<file path="src/rtl/match_collector_if.sv">
// match_collector_if
// Bundles the window-input handshake and the result-output handshake of
// the match collector.
//   result, en, base_idx, in_valid : window from the router (to the collector)
//   in_ready                       : collector can take a window
//   out_idx, out_valid             : head of the result FIFO (from the collector)
//   out_ready                      : sink accepts out_idx
//   match_count, busy              : status from the collector
// Modports: master = router/sink side, slave = collector side.
interface match_collector_if #(
  parameter int num  = 4,
  parameter int IDXW = 16
);
  logic [num-1:0]  result;
  logic [num-1:0]  en;
  logic [IDXW-1:0] base_idx;
  logic            in_valid;
  logic            in_ready;
  logic [IDXW-1:0] out_idx;
  logic            out_valid;
  logic            out_ready;
  logic [IDXW-1:0] match_count;
  logic            busy;

  modport master (
    output result, en, base_idx, in_valid, out_ready,
    input  in_ready, out_idx, out_valid, match_count, busy
  );

  modport slave (
    input  result, en, base_idx, in_valid, out_ready,
    output in_ready, out_idx, out_valid, match_count, busy
  );
endinterface

</file>
<file path="src/rtl/match_collector.sv">
// match_collector
// Masks the per-PE match bits of one compare window with the enables issued
// for it, then serializes every hit (lowest PE first) into a text-position
// index base+i and pushes it into a first-word-fall-through FIFO drained by
// a valid/ready sink. A full FIFO stalls the scan; a scan in progress holds
// in_ready low, so nothing is ever dropped.
// Ports:
//   clk   : rising-edge clock
//   reset : synchronous, active-low
//   bus   : match_collector_if.slave (window input, result output, status)
module match_collector #(
  parameter int num   = 4,
  parameter int IDXW  = 16,
  parameter int DEPTH = 8
) (
  input logic            clk,
  input logic            reset,
  match_collector_if.slave bus
);
  localparam int AW   = (DEPTH > 1) ? $clog2(DEPTH) : 1;
  localparam int CNTW = AW + 1;
  localparam int IW   = (num > 1) ? $clog2(num) : 1;

  typedef enum logic {IDLE = 1'b0, SCAN = 1'b1} state_e;

  state_e          state_q, state_d;
  logic [num-1:0]  hits_q, hits_d;
  logic [IDXW-1:0] base_q, base_d;
  logic [AW-1:0]   wrPtr_q, wrPtr_d;
  logic [AW-1:0]   rdPtr_q, rdPtr_d;
  logic [CNTW-1:0] count_q, count_d;
  logic [IDXW-1:0] matchCount_q, matchCount_d;
  logic [IDXW-1:0] mem_q [DEPTH];

  logic [IW-1:0]   lowIdx;
  logic [IDXW-1:0] pushData;
  logic            full, empty, accept, push, pop;

  // Priority pick of the lowest pending hit; scanning downward lets the
  // lowest set bit win the last assignment.
  always_comb begin
    lowIdx = '0;
    for (int i = num - 1; i >= 0; i--) begin
      if (hits_q[i]) lowIdx = IW'(i);
    end
  end

  // Handshake qualifiers. The push decision looks only at the full flag
  // held from the previous edge, so a pop on a full FIFO frees the slot
  // for the following cycle rather than this one.
  always_comb begin
    full     = (count_q == CNTW'(DEPTH));
    empty    = (count_q == '0);
    accept   = bus.in_valid && (state_q == IDLE);
    push     = (state_q == SCAN) && !full;
    pop      = !empty && bus.out_ready;
    pushData = base_q + IDXW'(lowIdx);
  end

  // Next-state logic for the scan FSM, FIFO pointers and match counter.
  // hits & (hits-1) clears exactly the lowest set bit, which is the one
  // being pushed this cycle.
  always_comb begin
    state_d      = state_q;
    hits_d       = hits_q;
    base_d       = base_q;
    wrPtr_d      = wrPtr_q;
    rdPtr_d      = rdPtr_q;
    count_d      = count_q;
    matchCount_d = matchCount_q;

    case (state_q)
      IDLE: begin
        if (accept) begin
          hits_d = bus.result & bus.en;
          base_d = bus.base_idx;
          if ((bus.result & bus.en) != '0) state_d = SCAN;
        end
      end
      SCAN: begin
        if (push) begin
          hits_d = hits_q & (hits_q - num'(1));
          if ((hits_q & (hits_q - num'(1))) == '0) state_d = IDLE;
        end
      end
      default: state_d = IDLE;
    endcase

    if (push) begin
      wrPtr_d = wrPtr_q + AW'(1);
      if (matchCount_q != '1) matchCount_d = matchCount_q + IDXW'(1);
    end
    if (pop) rdPtr_d = rdPtr_q + AW'(1);

    case ({push, pop})
      2'b10:   count_d = count_q + CNTW'(1);
      2'b01:   count_d = count_q - CNTW'(1);
      default: count_d = count_q;
    endcase
  end

  // State and control registers; reset discards any pending hits and
  // every queued entry on the same edge.
  always_ff @(posedge clk) begin
    if (!reset) begin
      state_q      <= IDLE;
      hits_q       <= '0;
      base_q       <= '0;
      wrPtr_q      <= '0;
      rdPtr_q      <= '0;
      count_q      <= '0;
      matchCount_q <= '0;
    end else begin
      state_q      <= state_d;
      hits_q       <= hits_d;
      base_q       <= base_d;
      wrPtr_q      <= wrPtr_d;
      rdPtr_q      <= rdPtr_d;
      count_q      <= count_d;
      matchCount_q <= matchCount_d;
    end
  end

  // FIFO storage needs no reset: entries are only visible while the
  // occupancy count says they are valid.
  always_ff @(posedge clk) begin
    if (push) mem_q[wrPtr_q] <= pushData;
  end

  assign bus.in_ready    = (state_q == IDLE);
  assign bus.out_valid   = !empty;
  assign bus.out_idx     = empty ? '0 : mem_q[rdPtr_q];
  assign bus.match_count = matchCount_q;
  assign bus.busy        = (state_q == SCAN) || !empty;
endmodule

</file>
<file path="src/flat_wrapper.sv">
// flat-port wrapper written by rule: the top's interface ports become plain ports
module match_collector_flat 
#(
  parameter int num   = 4,
  parameter int IDXW  = 16,
  parameter int DEPTH = 8
)
  (clk, reset, bus_result, bus_en, bus_base_idx, bus_in_valid, bus_out_ready, bus_in_ready, bus_out_idx, bus_out_valid, bus_match_count, bus_busy);
  match_collector_if #(.num(num), .IDXW(IDXW)) bus_i ();
  input logic clk;
  input logic reset;
  input wire logic [$bits(bus_i.result)-1:0] bus_result;
  input wire logic [$bits(bus_i.en)-1:0] bus_en;
  input wire logic [$bits(bus_i.base_idx)-1:0] bus_base_idx;
  input wire logic [$bits(bus_i.in_valid)-1:0] bus_in_valid;
  input wire logic [$bits(bus_i.out_ready)-1:0] bus_out_ready;
  output wire logic [$bits(bus_i.in_ready)-1:0] bus_in_ready;
  output wire logic [$bits(bus_i.out_idx)-1:0] bus_out_idx;
  output wire logic [$bits(bus_i.out_valid)-1:0] bus_out_valid;
  output wire logic [$bits(bus_i.match_count)-1:0] bus_match_count;
  output wire logic [$bits(bus_i.busy)-1:0] bus_busy;
  assign bus_i.result = bus_result;
  assign bus_i.en = bus_en;
  assign bus_i.base_idx = bus_base_idx;
  assign bus_i.in_valid = bus_in_valid;
  assign bus_i.out_ready = bus_out_ready;
  assign bus_in_ready = bus_i.in_ready;
  assign bus_out_idx = bus_i.out_idx;
  assign bus_out_valid = bus_i.out_valid;
  assign bus_match_count = bus_i.match_count;
  assign bus_busy = bus_i.busy;
  match_collector #(.num(num), .IDXW(IDXW), .DEPTH(DEPTH)) u_core (.clk(clk), .reset(reset), .bus(bus_i));
endmodule
</file>
<file path="config.mk">
export PLATFORM = sky130hd
export DESIGN_NAME = match_collector_flat
export DESIGN_NICKNAME = d
export VERILOG_FILES = /design/src/rtl/match_collector_if.sv /design/src/rtl/match_collector.sv /design/src/flat_wrapper.sv
export SDC_FILE = /design/constraint.sdc
export NUM_CORES = 1
export LEC_CHECK = 0
export CORE_MARGIN = 4
export CORE_UTILIZATION = 60
export CTS_BUF_LIST = sky130_fd_sc_hd__clkbuf_8
export CTS_CLUSTER_SIZE = 10
export DETAILED_ROUTE_END_ITERATION = 12
export HOLD_SLACK_MARGIN = 0.05
export PLACE_DENSITY = 0.82
export SLEW_MARGIN = 20
export SYNTH_ARGS = -nofsm -noshare
export SYNTH_HDL_FRONTEND = slang
export SYNTH_SLANG_ARGS = --single-unit
</file>
<file path="constraint.sdc">
create_clock -name clk -period 3.9 [get_ports clk]
set_input_delay 0.78 -clock clk [delete_from_list [all_inputs] [get_ports clk]]
set_output_delay 0.78 -clock clk [all_outputs]
set_load 0.005 [all_outputs]
</file>
==> results of run 1 <==
==> path summary, 6_finish.rpt <==
| check | endpoint | cells past startpoint |
|---|---|---|
| max | bus_out_idx[6] | 5 |
| min | u_core.base_q[0] | 2 |
| max reg2reg | u_core.mem_q[1][12] | 9 |
| min reg2reg | u_core.base_q[0] | 2 |
==> flip-flops by register name, summed over array words and instances, names as in the netlist, named ones only <==
signal and flops:
u_core.base_q 16, u_core.bus.match_count 16, u_core.count_q 4, u_core.hits_q 4, u_core.mem_q 128, u_core.rdPtr_q 3, u_core.state_q 1, u_core.wrPtr_q 3
==> worst max-delay path, cell delays in order (launching register included) <==
cell	delay, ps
dfxtp_2	710
buf_12	270
mux4_2	560
mux2i_1	150
nor2_1	60
clkdlybuf4s50_1	470
==> power breakdown <==
group	internal, mW	switching, mW	total (mW)
combinational	0.540	0.501	1.04
clock	0.510	0.670	1.18
sequential	2.10	0.0942	2.20
total	3.15	1.26	4.42
==> layout make-up <==
| class | count | area share, % |
|---|---|---|
| clock inverter | 15 | 1.530 |
| tap | 168 | 2.402 |
| inverter | 10 | 0.4575 |
| sequential | 178 | 55.38 |
| multi-input combinational | 316 | 29.64 |
| timing repair buffer | 70 | 7.921 |
| clock buffer | 17 | 2.674 |
==> cells in the final DEF (no fill, tap or decap), drive strengths merged, types with 2 or more instances in the layout <==
cell type and count:
mux2i 29, o31ai 2, xor2 8, and4 2
dfxtp 50, o311ai 2, nand2 61, nand2b 14
edfxtp 128, xnor2 13, o21ai 5, nor3 6
ha 8, o221a 2, a31oi 4, buf 8
clkdlybuf4s50 62, nor4b 2, clkbuf 17, nand4 8
nor2b 4, nor4 8, or3 4, a21oi 30
clkinvlp 3, inv 14, mux4 32, nor2 39
clkinv 7, nand3 18
==> synthesized netlist by cell type (all sizes together) (2+ instances only) <==
cell type / number
nor4b: 2
o221a: 2
or3: 4
nor3: 6
o31ai: 2
o21ai: 5
xor2: 8
clkbuf: 14
nand4: 8
nor4: 8
xnor2: 13
inv: 9
mux2i: 29
dfxtp: 50
ha: 8
edfxtp: 128
a21oi: 30
mux4: 32
and4: 2
nor2: 39
nand3: 18
nand2: 61
buf: 11
o311ai: 2
a31oi: 4
nand2b: 14
nor2b: 4
==> metrics by stage <==
stage,util [%],instances,total power [mW]
6_report,71.95,774,4.418
5_1_grt,71.95,774,4.608
4_1_cts,71.91,774,4.442
3_5_place_dp,68.89,742,3.271
3_3_place_gp,68.89,742,3.222
2_1_floorplan,-,529,2.797
==> routing by layer <==
layer  GRT usage (%)  up-vias
li1                -     2131
met1           30.31     2306
met2           37.72      201
met3           5.184       25
met4           7.659        0
met5               0        -
==> cell families after synthesis <==
kind of cell    after synthesis  share of synthesized area, %
compound gates               51                         4.068
xor+xnor                     21                         2.441
fa+ha+maj                     9                         1.594
buf+inv                      35                         2.142
flops                       178                         64.29
mux                          61                         13.42
simple gates                174                         12.05
==> results_dict.tcl, run 1 <==
set metrics [dict create \
    preCtsSetupSlack_ps 894.5 \
    r2r_start "u_core.hits_q[1]" \
    critPathCaptureType "output pin" \
    rrSetupSlack_ps 950 \
    initial_core_util_pct 61.97 \
    crit_required_ps 3120 \
    cts_hold_buf 0 \
    max_freq_ghz 0.2879 \
    place_hpwl_um 10160 \
    synth_seq_cells 178 \
    layout-drive-gt1-share_pct 15.51 \
    place_area_um2 8378 \
    fin_hold_ws_ps 491.8 \
    synth_edf_count 128 \
    highest_layer "met4" \
    cts_resized 0 \
    setup_violations 0 \
    grt_remaining_overflow 0 \
    row_count 40 \
    maxCapViolCount 0 \
    peakVddDrop_mv 0.2694 \
    cts_tree "done" \
    synthCells 529 \
    synthDistinctLibCells 53 \
    syn_to_final_growth_pct 16.12 \
    cts_max_level 4 \
    vias_per_cell 6.025 \
    ant_nets 0 \
    ys_warn_count 0 \
    worst_pin_slew_ps 1112 \
    io_buffers 62 \
    rsz0062_at_grt "false" \
    finalHoldViolations 0 \
    clk_latency_ps 460 \
    grt_max_degree 33 \
    synth_top_area_cell "edfxtp_1" \
    synthesis.area_um2 7536 \
    ys_seq_area_share_pct 64.29 \
    io_pins 63 \
    wl_met1_um 6364 \
    vias 4663 \
    antennaDiodeCount 0 \
    crit_type "reg -> out" \
    hold_path_class "reg -> reg" \
    async_flop_share_pct 0 \
    cts_sinks 178 \
    status "finished clean" \
    die_w_um 120.1 \
    dieHeight_um 120.1 \
    drt_iter0_drc 518 \
    synth_ff_type "edfxtp_1" \
    clk_pin_slew_ps 90 \
    seqCellArea_um2 4846 \
    avgSynthCellArea_um2 14.25 \
    cts_root_buffer "clkbuf_8" \
    finalSetupTns_ps 0 \
    antenna_found_initial 0 \
    wl_per_cell_um 20.16 \
    yosys-top-cells-area "edfxtp_1 51%, dfxtp_1 13%, mux4_2 9.6%" \
    fin_nets 630 \
    post-route-period-util_pct 89.06 \
    synth_top_area_share_pct 51.00 \
    die-area_um2 14420 \
    core_um2 12160 \
    grt_pass1_vias 4704 \
    routed_wirelength_um 15610 \
    stdcell_area_um2 8751 \
    gp_congestion 0.7762 \
    fill_cells 778 \
    cp.arrival_ps 2690 \
    multi_input_area_um2 2594 \
    met2_length_um 7799 \
    setup_slack_ps 426.7 \
    leakagePower_nw 2.804 \
    worst-path-max-fanout 18 \
    max_slew_margin_pct 25.27 \
    cellPowerDensity_nw_per_um2 504.8 \
    drc_errors 0 \
    hp-start "u_core.base_q[0]" \
    skew_ps 12.06 \
    drtPass1Iterations 5 \
    route.met3.wl_um 1130 \
    crit_path_start_kind "flop" \
    postCtsSetupBuffers 0 \
    cts_buffer_depth 2 \
    maxSlewViolCount 0 \
    grt_first_pass_wirelength_um 24890 \
    grt_use_total_pct 22.88 \
    cts_buffers 17 \
    syn-num-nets 566 \
    period_minus_slack_ps 3473 \
]
No activity file was read; power rests on OpenSTA's default activity.
==> run 2: changes to the inputs <==
Settings changed: TNS_END_PERCENT set to 30.
==> results of run 2 <==
The final DEF is identical to that of run 1; final timing and power are the same.
==> run 3: changes to the inputs <==
Settings changed: PLACE_DENSITY 0.82 to not set, PLACE_DENSITY_LB_ADDON set to 0.1, SLEW_MARGIN 20 to not set.
==> run 3 against run 2 <==
Die area unchanged. Sequential share of layout area shrank 0.087 points. Total power increased by 0.71%. Global-route usage is 1.6 points lower. Combinational power hardly changed. Critical path type unchanged. Critical endpoint is now bus_out_idx[14]. Largest cell class unchanged.
==> results_dict.tcl, run 3 (synthesis results as in run 1) <==
set metrics [dict create \
    grt_remaining_overflow 0 \
    met2_length_um 6960 \
    route.met3.wl_um 826 \
    cts_max_level 4 \
    dieHeight_um 120.1 \
    cts_tree "done" \
    post-route-period-util_pct 87.29 \
    skew_ps 9.098 \
    finalHoldViolations 0 \
    period_minus_slack_ps 3404 \
    cts_buffers 17 \
    wl_per_cell_um 18.66 \
    initial_core_util_pct 61.97 \
    grt_max_degree 33 \
    stdcell_count 775 \
    hold_path_depth 2 \
    max_slew_margin_pct 24.62 \
    grt_pass1_vias 4478 \
    cts_buffer_depth 2 \
    grt_use_total_pct 21.32 \
    critPathCaptureType "output pin" \
    finalSetupTns_ps 0 \
    vias_per_cell 5.806 \
    core_um2 12160 \
    total_power_mw 4.449 \
    io_buffers 62 \
    drt_iter0_drc 482 \
    r2r_cells 10 \
    crit_required_ps 3120 \
    antennaDiodeCount 0 \
    mostFrequentLayoutCell "edfxtp_1" \
    hold_end "u_core.base_q[0]" \
    maxCapViolCount 0 \
    ant_nets 0 \
    worst_r2r_endpoint "u_core.mem_q[0][14]" \
    vias 4500 \
    cts_sinks 178 \
    hold_path_class "reg -> reg" \
    regMostFlops "u_core.mem_q" \
    drc_errors 0 \
    worst-path-max-fanout 15 \
    hp-start "u_core.base_q[0]" \
    cts_root_buffer "clkbuf_8" \
    clk_latency_ps 450 \
    cts_hold_buf 0 \
    rrSetupSlack_ps 890 \
    cp.arrival_ps 2620 \
    placed_cells 743 \
    r2r_start "u_core.hits_q[2]" \
    grt_first_pass_wirelength_um 23250 \
    syn_to_final_growth_pct 16.30 \
    status "finished clean" \
    io_pins 63 \
    postCtsSetupBuffers 0 \
    clk_pin_slew_ps 90 \
    crit_type "reg -> out" \
    leakagePower_nw 2.827 \
    gp_congestion 0.7821 \
    antenna_found_initial 0 \
    maxSlewViolCount 0 \
    setup_violations 0 \
    fin_nets 631 \
    row_count 40 \
    crit_path_start_kind "flop" \
    rsz0062_at_grt "false" \
    highest_layer "met4" \
    die-area_um2 14420 \
    largest_register_ffs 128 \
    layout-drive-gt1-share_pct 15.98 \
    cellPowerDensity_nw_per_um2 507.6 \
    max_freq_ghz 0.2937 \
    routed_wirelength_um 14460 \
    wl_met1_um 6496 \
    fill_cells 826 \
    die_w_um 120.1 \
    mostFrequentLayoutCells "128 x edfxtp_1, 62 x clkdlybuf4s50_1, 61 x nand2_1, 49 x dfxtp_1, 35 x nor2_1" \
    place_hpwl_um 9604 \
    drtPass1Iterations 5 \
    worst_pin_slew_ps 1121 \
    cts_resized 0 \
    peakVddDrop_mv 0.3087 \
]
## run 3: how the worst max path moves through the flow
stage / end / slack [ps] / depth (start not counted)
after CTS: bus_out_idx[3] / 410 / 5
after global routing: bus_out_idx[3] / 220 / 5
after detailed placement: bus_out_idx[3] / 920 / 5
after floorplan: u_core.mem_q[0][0] / 840 / 6
final: bus_out_idx[14] / 500 / 5
after global placement: bus_out_idx[14] / 990 / 5
## run 3: metrics by stage
stage	worst slack, ps	hold WS [ps]	area [µm²]	utilization [%]
finish	495.6	475.9	8765	72.07
global route	223.8	510.4	8765	72.07
CTS	412.0	475.2	8765	72.07
detailed placement	918.8	460.8	8373	68.85
global placement	985.8	458.9	8373	68.85
floorplan	844.4	440.6	7536	-
## run 3: report_power, final
part	total, mW	switching (mW)	internal, mW
Sequential	2.19	0.0862	2.10
Clock	1.24	0.663	0.577
Combinational	1.02	0.485	0.536
Total	4.45	1.23	3.22
## run 3: area by class of cell
type | instances | area (µm²) | share of cell area, %
Sequential cell | 178 | 4846 | 55.29
Multi-Input combinational cell | 316 | 2589 | 29.54
Timing Repair Buffer | 71 | 688.2 | 7.852
Clock buffer | 17 | 234.0 | 2.670
Tap cell | 168 | 210.2 | 2.398
Clock inverter | 15 | 157.7 | 1.799
Inverter | 10 | 40.04 | 0.4568
## run 3: routing by layer
| layer | vias up | GRT usage, % |
|---|---|---|
| met3 | 17 | 4.147 |
| met1 | 2221 | 29.93 |
| li1 | 2124 | - |
| met5 | - | 0 |
| met2 | 138 | 34.21 |
| met4 | 0 | 6.442 |
## run 3: critical path: stages, from the launching register on
cell and delay [ps]:
dfxtp_2 560, buf_4 380, mux4_2 560, mux2i_1 150, nor2_1 50, clkdlybuf4s50_1 470
